### src/rtl/mips_multicycle_ctrl_pkg.sv
// ============================================================
// Package : mips_mc_pkg
// Brief   : State, ALU-op and opcode/funct constants for the multicycle MIPS control.
// Rev     : 1.0
// ============================================================
`default_nettype none

package mips_mc_pkg;

  typedef enum logic [3:0] {
    S_FETCH    = 4'd0,
    S_DECODE   = 4'd1,
    S_MEMADR   = 4'd2,
    S_MEMRD    = 4'd3,
    S_MEMWB    = 4'd4,
    S_MEMWR    = 4'd5,
    S_EXEC     = 4'd6,
    S_ALUWB    = 4'd7,
    S_BRANCH   = 4'd8,
    S_ADDIEX   = 4'd9,
    S_ADDIWB   = 4'd10,
    S_JUMP     = 4'd11,
    S_BRANCHNE = 4'd12,
    S_HALT     = 4'd15
  } state_t;

  typedef enum logic [1:0] {
    ALUOP_ADD   = 2'b00,
    ALUOP_SUB   = 2'b01,
    ALUOP_FUNCT = 2'b10
  } aluop_t;

  localparam logic [5:0] OP_LW    = 6'b100011;
  localparam logic [5:0] OP_SW    = 6'b101011;
  localparam logic [5:0] OP_RTYPE = 6'b000000;
  localparam logic [5:0] OP_BEQ   = 6'b000100;
  localparam logic [5:0] OP_ADDI  = 6'b001000;
  localparam logic [5:0] OP_J     = 6'b000010;
  localparam logic [5:0] OP_BNE   = 6'b000101;

  localparam logic [5:0] FUNCT_ADD = 6'b100000;
  localparam logic [5:0] FUNCT_SUB = 6'b100010;
  localparam logic [5:0] FUNCT_AND = 6'b100100;
  localparam logic [5:0] FUNCT_OR  = 6'b100101;
  localparam logic [5:0] FUNCT_SLT = 6'b101010;

  localparam logic [2:0] ALU_ADD = 3'b010;
  localparam logic [2:0] ALU_SUB = 3'b110;
  localparam logic [2:0] ALU_AND = 3'b000;
  localparam logic [2:0] ALU_OR  = 3'b001;
  localparam logic [2:0] ALU_SLT = 3'b111;

endpackage

`default_nettype wire

### src/rtl/mips_multicycle_ctrl_if.sv
// ============================================================
// Interface : mips_multicycle_ctrl_if
// Brief     : Control-to-datapath bundle; master = controller, slave = datapath.
// Rev       : 1.0
// ============================================================
`default_nettype none

interface mips_multicycle_ctrl_if;
  logic [5:0] op;
  logic [5:0] funct;
  logic       zero;
  logic       pcen;
  logic       memwrite;
  logic       irwrite;
  logic       regwrite;
  logic       iord;
  logic       memtoreg;
  logic       regdst;
  logic       alusrca;
  logic [1:0] alusrcb;
  logic [1:0] pcsrc;
  logic [2:0] alucontrol;
  logic       illegal;
  logic [3:0] state_o;

  modport master (
    input  op, funct, zero,
    output pcen, memwrite, irwrite, regwrite, iord, memtoreg, regdst,
           alusrca, alusrcb, pcsrc, alucontrol, illegal, state_o
  );

  modport slave (
    output op, funct, zero,
    input  pcen, memwrite, irwrite, regwrite, iord, memtoreg, regdst,
           alusrca, alusrcb, pcsrc, alucontrol, illegal, state_o
  );
endinterface

`default_nettype wire

### src/rtl/mips_multicycle_ctrl_aludec.sv
// ============================================================
// Module : mips_aludec
// Brief  : Combinational ALU decoder, (aluop, funct) -> alucontrol.
// Rev    : 1.0
// ============================================================
`default_nettype none

module mips_aludec
  import mips_mc_pkg::*;
(
  input  aluop_t     aluop,
  input  logic [5:0] funct,
  output logic [2:0] alucontrol
);

  always_comb begin
    alucontrol = ALU_ADD;
    case (aluop)
      ALUOP_ADD: alucontrol = ALU_ADD;
      ALUOP_SUB: alucontrol = ALU_SUB;
      ALUOP_FUNCT: begin
        // Unknown funct falls back to add; the instruction still writes back.
        case (funct)
          FUNCT_ADD: alucontrol = ALU_ADD;
          FUNCT_SUB: alucontrol = ALU_SUB;
          FUNCT_AND: alucontrol = ALU_AND;
          FUNCT_OR:  alucontrol = ALU_OR;
          FUNCT_SLT: alucontrol = ALU_SLT;
          default:   alucontrol = ALU_ADD;
        endcase
      end
      default: alucontrol = ALU_ADD;
    endcase
  end

endmodule

`default_nettype wire

### src/rtl/mips_multicycle_ctrl.sv
// ============================================================
// Module : mips_multicycle_ctrl
// Brief  : Main control FSM + ALU decoder of the multicycle MIPS core.
//          Optional bne support via `define MIPS_MC_BNE_EN.
// Rev    : 1.0
// ============================================================
`default_nettype none

module mips_multicycle_ctrl
  import mips_mc_pkg::*;
#(
  parameter bit ILLEGAL_HALT = 1'b0
) (
  input  logic                          clk,
  input  logic                          reset,
  mips_multicycle_ctrl_if.master        bus
);

  state_t     state, next_state;
  aluop_t     aluop;
  logic       pcwrite, branch, irwrite, regwrite, memwrite;
  logic       iord, memtoreg, regdst, alusrca, illegal;
  logic [1:0] alusrcb, pcsrc;
  logic [2:0] alucontrol;
  logic       branch_taken;
`ifdef MIPS_MC_BNE_EN
  logic       branchne;
`endif

  always_ff @(posedge clk) begin
    if (reset) state <= S_FETCH;
    else       state <= next_state;
  end

  always_comb begin
    next_state = S_FETCH;
    pcwrite    = 1'b0;
    branch     = 1'b0;
    irwrite    = 1'b0;
    regwrite   = 1'b0;
    memwrite   = 1'b0;
    iord       = 1'b0;
    memtoreg   = 1'b0;
    regdst     = 1'b0;
    alusrca    = 1'b0;
    alusrcb    = 2'b00;
    pcsrc      = 2'b00;
    aluop      = ALUOP_ADD;
    illegal    = 1'b0;
`ifdef MIPS_MC_BNE_EN
    branchne   = 1'b0;
`endif
    case (state)
      S_FETCH: begin
        irwrite = 1'b1; pcwrite = 1'b1; alusrcb = 2'b01;
        next_state = S_DECODE;
      end
      S_DECODE: begin
        alusrcb = 2'b11;
        case (bus.op)
          OP_LW, OP_SW: next_state = S_MEMADR;
          OP_RTYPE:     next_state = S_EXEC;
          OP_BEQ:       next_state = S_BRANCH;
          OP_ADDI:      next_state = S_ADDIEX;
          OP_J:         next_state = S_JUMP;
`ifdef MIPS_MC_BNE_EN
          OP_BNE:       next_state = S_BRANCHNE;
`endif
          default: begin
            illegal    = 1'b1;
            next_state = ILLEGAL_HALT ? S_HALT : S_FETCH;
          end
        endcase
      end
      S_MEMADR: begin
        alusrca = 1'b1; alusrcb = 2'b10;
        next_state = (bus.op == OP_LW) ? S_MEMRD : S_MEMWR;
      end
      S_MEMRD:  begin iord = 1'b1; next_state = S_MEMWB; end
      S_MEMWB:  begin regwrite = 1'b1; memtoreg = 1'b1; end
      S_MEMWR:  begin iord = 1'b1; memwrite = 1'b1; end
      S_EXEC:   begin alusrca = 1'b1; aluop = ALUOP_FUNCT; next_state = S_ALUWB; end
      S_ALUWB:  begin regwrite = 1'b1; regdst = 1'b1; end
      S_BRANCH: begin alusrca = 1'b1; aluop = ALUOP_SUB; branch = 1'b1; pcsrc = 2'b01; end
      S_ADDIEX: begin alusrca = 1'b1; alusrcb = 2'b10; next_state = S_ADDIWB; end
      S_ADDIWB: regwrite = 1'b1;
      S_JUMP:   begin pcwrite = 1'b1; pcsrc = 2'b10; end
`ifdef MIPS_MC_BNE_EN
      S_BRANCHNE: begin alusrca = 1'b1; aluop = ALUOP_SUB; pcsrc = 2'b01; branchne = 1'b1; end
`endif
      S_HALT:   next_state = S_HALT;
      default:  next_state = S_FETCH;
    endcase
  end

`ifdef MIPS_MC_BNE_EN
  assign branch_taken = (branch & bus.zero) | (branchne & ~bus.zero);
`else
  assign branch_taken = branch & bus.zero;
`endif

  mips_aludec u_aludec (
    .aluop      (aluop),
    .funct      (bus.funct),
    .alucontrol (alucontrol)
  );

  // Write strobes are masked during reset so an aborted instruction leaves no partial write.
  assign bus.pcen       = (pcwrite | branch_taken) & ~reset;
  assign bus.memwrite   = memwrite & ~reset;
  assign bus.irwrite    = irwrite & ~reset;
  assign bus.regwrite   = regwrite & ~reset;
  assign bus.iord       = iord;
  assign bus.memtoreg   = memtoreg;
  assign bus.regdst     = regdst;
  assign bus.alusrca    = alusrca;
  assign bus.alusrcb    = alusrcb;
  assign bus.pcsrc      = pcsrc;
  assign bus.alucontrol = alucontrol;
  assign bus.illegal    = illegal;
  assign bus.state_o    = state;

endmodule

`default_nettype wire

### src/flat_wrapper.sv
// flat-port wrapper written by rule: the top's interface ports become plain ports
module mips_multicycle_ctrl_flat import mips_mc_pkg::*;
#(
  parameter bit ILLEGAL_HALT = 1'b0
)
  (clk, reset, bus_op, bus_funct, bus_zero, bus_pcen, bus_memwrite, bus_irwrite, bus_regwrite, bus_iord, bus_memtoreg, bus_regdst, bus_alusrca, bus_alusrcb, bus_pcsrc, bus_alucontrol, bus_illegal, bus_state_o);
  mips_multicycle_ctrl_if bus_i ();
  input  logic clk;
  input  logic reset;
  input wire logic [$bits(bus_i.op)-1:0] bus_op;
  input wire logic [$bits(bus_i.funct)-1:0] bus_funct;
  input wire logic [$bits(bus_i.zero)-1:0] bus_zero;
  output wire logic [$bits(bus_i.pcen)-1:0] bus_pcen;
  output wire logic [$bits(bus_i.memwrite)-1:0] bus_memwrite;
  output wire logic [$bits(bus_i.irwrite)-1:0] bus_irwrite;
  output wire logic [$bits(bus_i.regwrite)-1:0] bus_regwrite;
  output wire logic [$bits(bus_i.iord)-1:0] bus_iord;
  output wire logic [$bits(bus_i.memtoreg)-1:0] bus_memtoreg;
  output wire logic [$bits(bus_i.regdst)-1:0] bus_regdst;
  output wire logic [$bits(bus_i.alusrca)-1:0] bus_alusrca;
  output wire logic [$bits(bus_i.alusrcb)-1:0] bus_alusrcb;
  output wire logic [$bits(bus_i.pcsrc)-1:0] bus_pcsrc;
  output wire logic [$bits(bus_i.alucontrol)-1:0] bus_alucontrol;
  output wire logic [$bits(bus_i.illegal)-1:0] bus_illegal;
  output wire logic [$bits(bus_i.state_o)-1:0] bus_state_o;
  assign bus_i.op = bus_op;
  assign bus_i.funct = bus_funct;
  assign bus_i.zero = bus_zero;
  assign bus_pcen = bus_i.pcen;
  assign bus_memwrite = bus_i.memwrite;
  assign bus_irwrite = bus_i.irwrite;
  assign bus_regwrite = bus_i.regwrite;
  assign bus_iord = bus_i.iord;
  assign bus_memtoreg = bus_i.memtoreg;
  assign bus_regdst = bus_i.regdst;
  assign bus_alusrca = bus_i.alusrca;
  assign bus_alusrcb = bus_i.alusrcb;
  assign bus_pcsrc = bus_i.pcsrc;
  assign bus_alucontrol = bus_i.alucontrol;
  assign bus_illegal = bus_i.illegal;
  assign bus_state_o = bus_i.state_o;
  mips_multicycle_ctrl #(.ILLEGAL_HALT(ILLEGAL_HALT)) u_core (.clk(clk), .reset(reset), .bus(bus_i));
endmodule
### config.mk
export PLATFORM = sky130hd
export DESIGN_NAME = mips_multicycle_ctrl_flat
export DESIGN_NICKNAME = d
export VERILOG_FILES = /design/src/rtl/mips_multicycle_ctrl_pkg.sv /design/src/rtl/mips_multicycle_ctrl_if.sv /design/src/rtl/mips_multicycle_ctrl_aludec.sv /design/src/rtl/mips_multicycle_ctrl.sv /design/src/flat_wrapper.sv
export SDC_FILE = /design/constraint.sdc
export NUM_CORES = 1
export LEC_CHECK = 0
export ABC_AREA = 1
export CORE_UTILIZATION = 41
export CTS_BUF_LIST = sky130_fd_sc_hd__clkbuf_4
export DETAILED_ROUTE_END_ITERATION = 7
export PLACE_DENSITY_LB_ADDON = 0.2
export REMOVE_ABC_BUFFERS = 1
export SYNTH_ARGS = -nofsm -noshare
export SYNTH_HDL_FRONTEND = slang
export SYNTH_SLANG_ARGS = --single-unit
### constraint.sdc
create_clock -name clk -period 2.6 [get_ports clk]
set_input_delay 0.52 -clock clk [delete_from_list [all_inputs] [get_ports clk]]
set_output_delay 0.52 -clock clk [all_outputs]
set_load 0.01 [all_outputs]
# --- Word level (Yosys, flattened, before mapping) ---
# Index checks and enable logic that the tools add are counted.
op_classes:
  n_eq_ne: 23
  mux: 19
  bitwise: 7
  reduce_logical: 9
op_table:
  columns: ["op", "count"]
  rows:
  - ["$eq A6 B6 Y1 const B", 6]
  - ["$pmux W4 S7", 1]
  - ["$eq A4 B4 Y1 const B", 5]
  - ["$pmux W4 S5", 1]
  - ["$eq A4 B3 Y1 const B", 4]
  - ["$pmux W3 S4", 1]
  - ["$mux W1", 11]
  - ["$eq A4 B2 Y1 const B", 2]
  - ["$pmux W2 S2", 2]
  - ["$reduce_or A2 Y1", 4]
  - ["$eq A6 B2 Y1 const B", 1]
  - ["$eq A6 B3 Y1 const B", 1]
  - ["$eq A6 B4 Y1 const B", 1]
  - ["$logic_not A6 Y1", 1]
  - ["$pmux W2 S3", 1]
  - ["$pmux W3 S2", 1]
  - ["$reduce_or A6 Y1", 1]
  - ["$and A1 B1 Y1", 5]
  - ["$eq A4 B1 Y1 const B", 1]
  - ["$logic_not A4 Y1", 1]
  - ["$reduce_or A4 Y1", 1]
  - ["$mux W3", 1]
  - ["$reduce_or A3 Y1", 1]
  - ["$eq A2 B1 Y1 const B", 1]
  - ["other kinds (3)", 3]
totals:
  reg_bits: 4
  input_bits: 15
  output_inout_bits: 20
  word_cells: 59

# --- Longest topological paths before layout ---
logic_depth:
  depth_word: 5
  mapped_depth: 8
  mapped_depth_nobuf: 8

# --- Modules after synthesis ---
# Synthesis repeated with hierarchy kept, for this count alone.
unflattened:
  hier_cells: 133
  hier_area_um2: 659.4
modules_own_cells:
  columns: ["mod", "n_inst", "cells_each", "area_per_inst_um2", "seq_area_each_um2"]
  rows:
  - ["mips_multicycle_ctrl", 1, 96, 485.5, 80.1]
  - ["mips_aludec", 1, 37, 173.9, 0.0]

# --- Least setup slack after synthesis ---
# OpenSTA, ideal clock, no wires.
synth_timing:
  path_kind: "register -> output"
  from: "register u_core.state[1] (netlist: u_core.bus.state_o[1])"
  to: "output port bus_alucontrol[2]"
  arrival_ns: 1.275
  required_time_ns: 2.080
  setup_slack_ns: 0.805
  stages_incl_launch_ff: 6
  path_buffers: 0
  path_cell_list: "dfxtp_1 nand2_1 nor2_2 inv_1 ha_1 a21oi_1"
synth_between:
  elab_chain_len: 4
  word_cells_on_any_way: 6
  classes_between: "eq/ne (4); mux (2)"
synth_rtl:
  columns: ["item", "line", "source"]
  rows:
  - ["start, declared", "mips_multicycle_ctrl.sv:19", "state_t state, next_state;"]
  - ["start signal, assigned", "mips_multicycle_ctrl.sv:32", "else state <= next_state;"]
  - ["$eq A4 B4 Y1 or $eq A4 B3 Y1 (tied branches)", "mips_multicycle_ctrl.sv:53", "case (state)"]
  - ["$pmux W2 S2 (*)", "mips_multicycle_ctrl.sv:53", null]
  - ["$eq A2 B2 Y1 or $eq A2 B1 Y1 (tied branches)", "mips_multicycle_ctrl_aludec.sv:18", "case (aluop)"]
  - ["$pmux W3 S2 (*)", "mips_multicycle_ctrl_aludec.sv:18", null]
  - ["end, declared", "flat_wrapper.sv:23", "output wire logic [$bits(bus_i.alucontrol)-1:0] bus_alucontrol;"]
# Mark *: on every way between the ends. The rest lies on a longest branch, timed or not.

# --- Worst setup path in the final report ---
layout_timing:
  from: "input port bus_funct[5]"
  to: "output port bus_alucontrol[0]"
layout_between:
  elab_chain_len: 3
  word_cells_on_any_way: 6
  classes_between: "eq/ne (4); mux (2)"
layout_rtl:
  columns: ["item", "line", "source"]
  rows:
  - ["start, declared", "flat_wrapper.sv:11", "input wire logic [$bits(bus_i.funct)-1:0] bus_funct;"]
  - ["$eq A6 B6 Y1", "mips_multicycle_ctrl_aludec.sv:23", "case (funct)"]
  - ["$pmux W3 S4 (*)", "mips_multicycle_ctrl_aludec.sv:23", null]
  - ["$pmux W3 S2 (*)", "mips_multicycle_ctrl_aludec.sv:18", null]
# Marked as above.

==> out/summary.txt <==
first-pass GRT wire length - 2442 microns
Die Area - 0.001567 sq mm
Vias/cell - 4.777
Power Density - 233.8 mW/mm^2
Setup TNS Final - 0 ps
Die H - 39.59 microns
post-DP HPWL - 1291 microns
initial DRC count - 20
fmax - 0.4041 GHz
All-Layer GR Usage - 22.41%
DRT Pass-1 Iters - 4
Slew @ Worst Pin - 290.6 ps
Max-Slew Margin vs Limit - 80.57%
RePlAce Congestion - 0.8301
clock tree buffer depth - 2
unrepaired setup endpoints after global routing - true
largest net degree at the start of global routing - 9
# port buffers - 34
Inst Count DP - 163
worst-path cell chain - clkdlybuf4s50_1, inv_1, nor2_1, nand4_1, o22ai_1, clkdlybuf4s50_1
initial antenna violation count - 0
Hold Vio Cnt, Final - 0
clock skew - 5.081 ps
status - finished clean
CTS sink cnt - 4
num rows - 13
synthesized flop and latch total - 4
Hold Path Cell Cnt - 3
max incr delay on CP - 550 ps
cts hold-fix bufs - 0
yosys warns - 0
syn_area_per_cell - 5.037 sq um
layout cells sized above 1 - 9.934%
Hold Startpoint - u_core.bus.state_o[3]
Routed Antenna Nets - 0
Layout fillers - 117
Hold Crit Class - flop to flop
Slew Limit Fails - 0
max FFs per register - 4
clock slew at reported path FFs - 40 ps
total number of vias - 793
Antenna Cells - 0
final non-filler cell total - 166
Core ar. - 0.001301 sq mm
Mapped Area - 579.3 sq um
number of clock buffers inserted by TritonCTS - 3
post-synthesis cell count - 115
WHS Endpoint - u_core.bus.state_o[0]
sequential cell area - 83.83 sq um
reg2reg path depth - 8
number of global-route vias before repair - 658
DRC viols - 0
routed wire length - 1543 microns
post-synthesis sequential area ratio - 13.82%
htree depth - 1
Wirelength per Cell - 9.295 microns
Finish-stage setup viols - 0
Req. time, crit path - 2080 ps
CTS tree - built
Reg-to-Reg End - u_core.bus.state_o[1]
CP most frequent cell - clkdlybuf4s50_1
CP Max Fanout - 2
Setup CP Type - input port to output pin
CP bufs+invs - 3
worst skew pair latency - 230 ps
Initial Util - 44.52%
Reg2Reg Setup Slack - 1400 ps
Top delay family on crit path - buffers and inverters
Final min period - 2475 ps
area grow syn2layout - 66.74%
Root Driver - clkbuf_4
slowest CP cell - clkdlybuf4s50_1
crit end category - output pin
IO Count - 35
Max Cap Viol - 0
final worst-path cycle share - 95.18%
Max VDD drop - 232.4 uV
die width - 39.59 microns
crit path DAT - 1950 ps
R2R Path Start - u_core.bus.state_o[0]
CP Launch Type - input port
leakage power - 0.5025 nW
area of the multi-input gates - 400.4 sq um
Synth cell types - 19
nets@finish - 170
gr ovfl total - 0
## worst min-delay path, cell delays in order (launching register included)
cell	delay [ps]
dfxtp_2	340
o21ai_0	180
a21oi_1	50
a21oi_1	110
## synthesized netlist by cell type
| master | number | area share, % |
|---|---|---|
| inv_1 | 24 | 16 |
| a31oi_1 | 1 | 1.1 |
| nand2_1 | 28 | 18 |
| nor2_1 | 24 | 16 |
| nand3_1 | 8 | 6.9 |
| dfxtp_1 | 4 | 14 |
| a21o_1 | 1 | 1.3 |
| nand3b_1 | 1 | 1.3 |
| nor2_2 | 3 | 3.2 |
| nor3_2 | 1 | 1.7 |
| inv_2 | 2 | 1.3 |
| o22ai_1 | 2 | 2.2 |
| clkbuf_1 | 1 | 0.65 |
| nand2_2 | 1 | 1.1 |
| o21ai_0 | 1 | 0.86 |
| nand4_1 | 2 | 2.2 |
| a21oi_1 | 8 | 6.9 |
| nor2_4 | 1 | 1.9 |
| ha_1 | 2 | 4.3 |
## kinds of logic after synthesis
kind of cell | after synthesis | share of synthesized area [%]
buffers and inverters | 27 | 17.50
DFF | 4 | 13.82
adders and majority gates | 2 | 4.319
and+or+nand+nor | 69 | 52.05
AOI/OAI and AO/OA | 13 | 12.31
## worst max path at each step
stage / from / endpoint / slack [ps] / depth (start not counted)
2_1_floorplan: u_core.bus.state_o[1] / bus_alucontrol[2] / 800 / 5
3_3_place_gp: bus_op[2] / bus_illegal / 110 / 6
3_5_place_dp: bus_op[5] / bus_illegal / 10 / 6
4_1_cts: bus_op[5] / bus_illegal / 10 / 6
5_1_grt: u_core.bus.state_o[3] / bus_alucontrol[2] / -30 / 9
6_report: bus_funct[5] / bus_alucontrol[0] / 130 / 6
## what timing repair did
action,4_1_cts,5_1_grt
gates resized for setup,0,5
buffers inserted,0,0
endpoints found under the setup margin,0,4
## layout by cell type (no fill, tap or decap)
master / count
nor2_1: 23
nand3_1: 8
nor2_4: 1
dlymetal6s2s_1: 1
nand2_1: 28
dfxtp_1: 1
nand4_1: 2
a31oi_1: 1
clkbuf_4: 3
inv_2: 2
nand2_2: 1
o22ai_1: 2
a21o_1: 1
nor3_2: 1
a21oi_1: 8
dfxtp_2: 3
ha_1: 2
nor2_2: 4
inv_1: 24
clkdlybuf4s50_1: 33
nand3b_1: 1
o21ai_0: 1
## power breakdown
group          internal (W)  switching [W]  leakage [nW]
combinational     0.0000444      0.0000386         0.455
clock             0.0000516      0.0000244        0.0138
sequential        0.0000638     0.00000303        0.0341
total              0.000160      0.0000661         0.502
## metrics by stage
| stage | total power (W) | setup WS (ps) | cell area (sq um) | hold slack, ps | utilization [%] |
|---|---|---|---|---|---|
| finish | 0.0002258 | 125.3 | 965.9 | 734.9 | 74.23 |
| detailed placement | 0.0001500 | 13.53 | 934.6 | 741.7 | 71.83 |
| global route | 0.0002402 | -33.67 | 965.9 | 761.9 | 74.23 |
| CTS | 0.0002288 | 13.14 | 957.2 | 756.4 | 73.56 |
| floorplan | 0.0001018 | 804.6 | 575.6 | 589.1 | - |
| global placement | 0.0001480 | 108.6 | 934.6 | 733.4 | 71.83 |
## per-layer routing
| layer | wire length [microns] | global-route usage [%] | vias up |
|---|---|---|---|
| li1 | - | - | 428 |
| met1 | 689 | 26.37 | 350 |
| met2 | 813 | 42.62 | 15 |
| met3 | 40 | 0 | 0 |
| met4 | 0 | 7.759 | 0 |
| met5 | 0 | 0 | - |
## final cells by class
class	instances	area share, %
Sequential cell	4	8.679
Tap cell	15	1.943
Timing Repair Buffer	34	35.49
Multi-Input combinational cell	84	41.45
Inverter	26	10.10
Clock buffer	3	2.332
No activity file was read; power rests on OpenSTA's default activity.
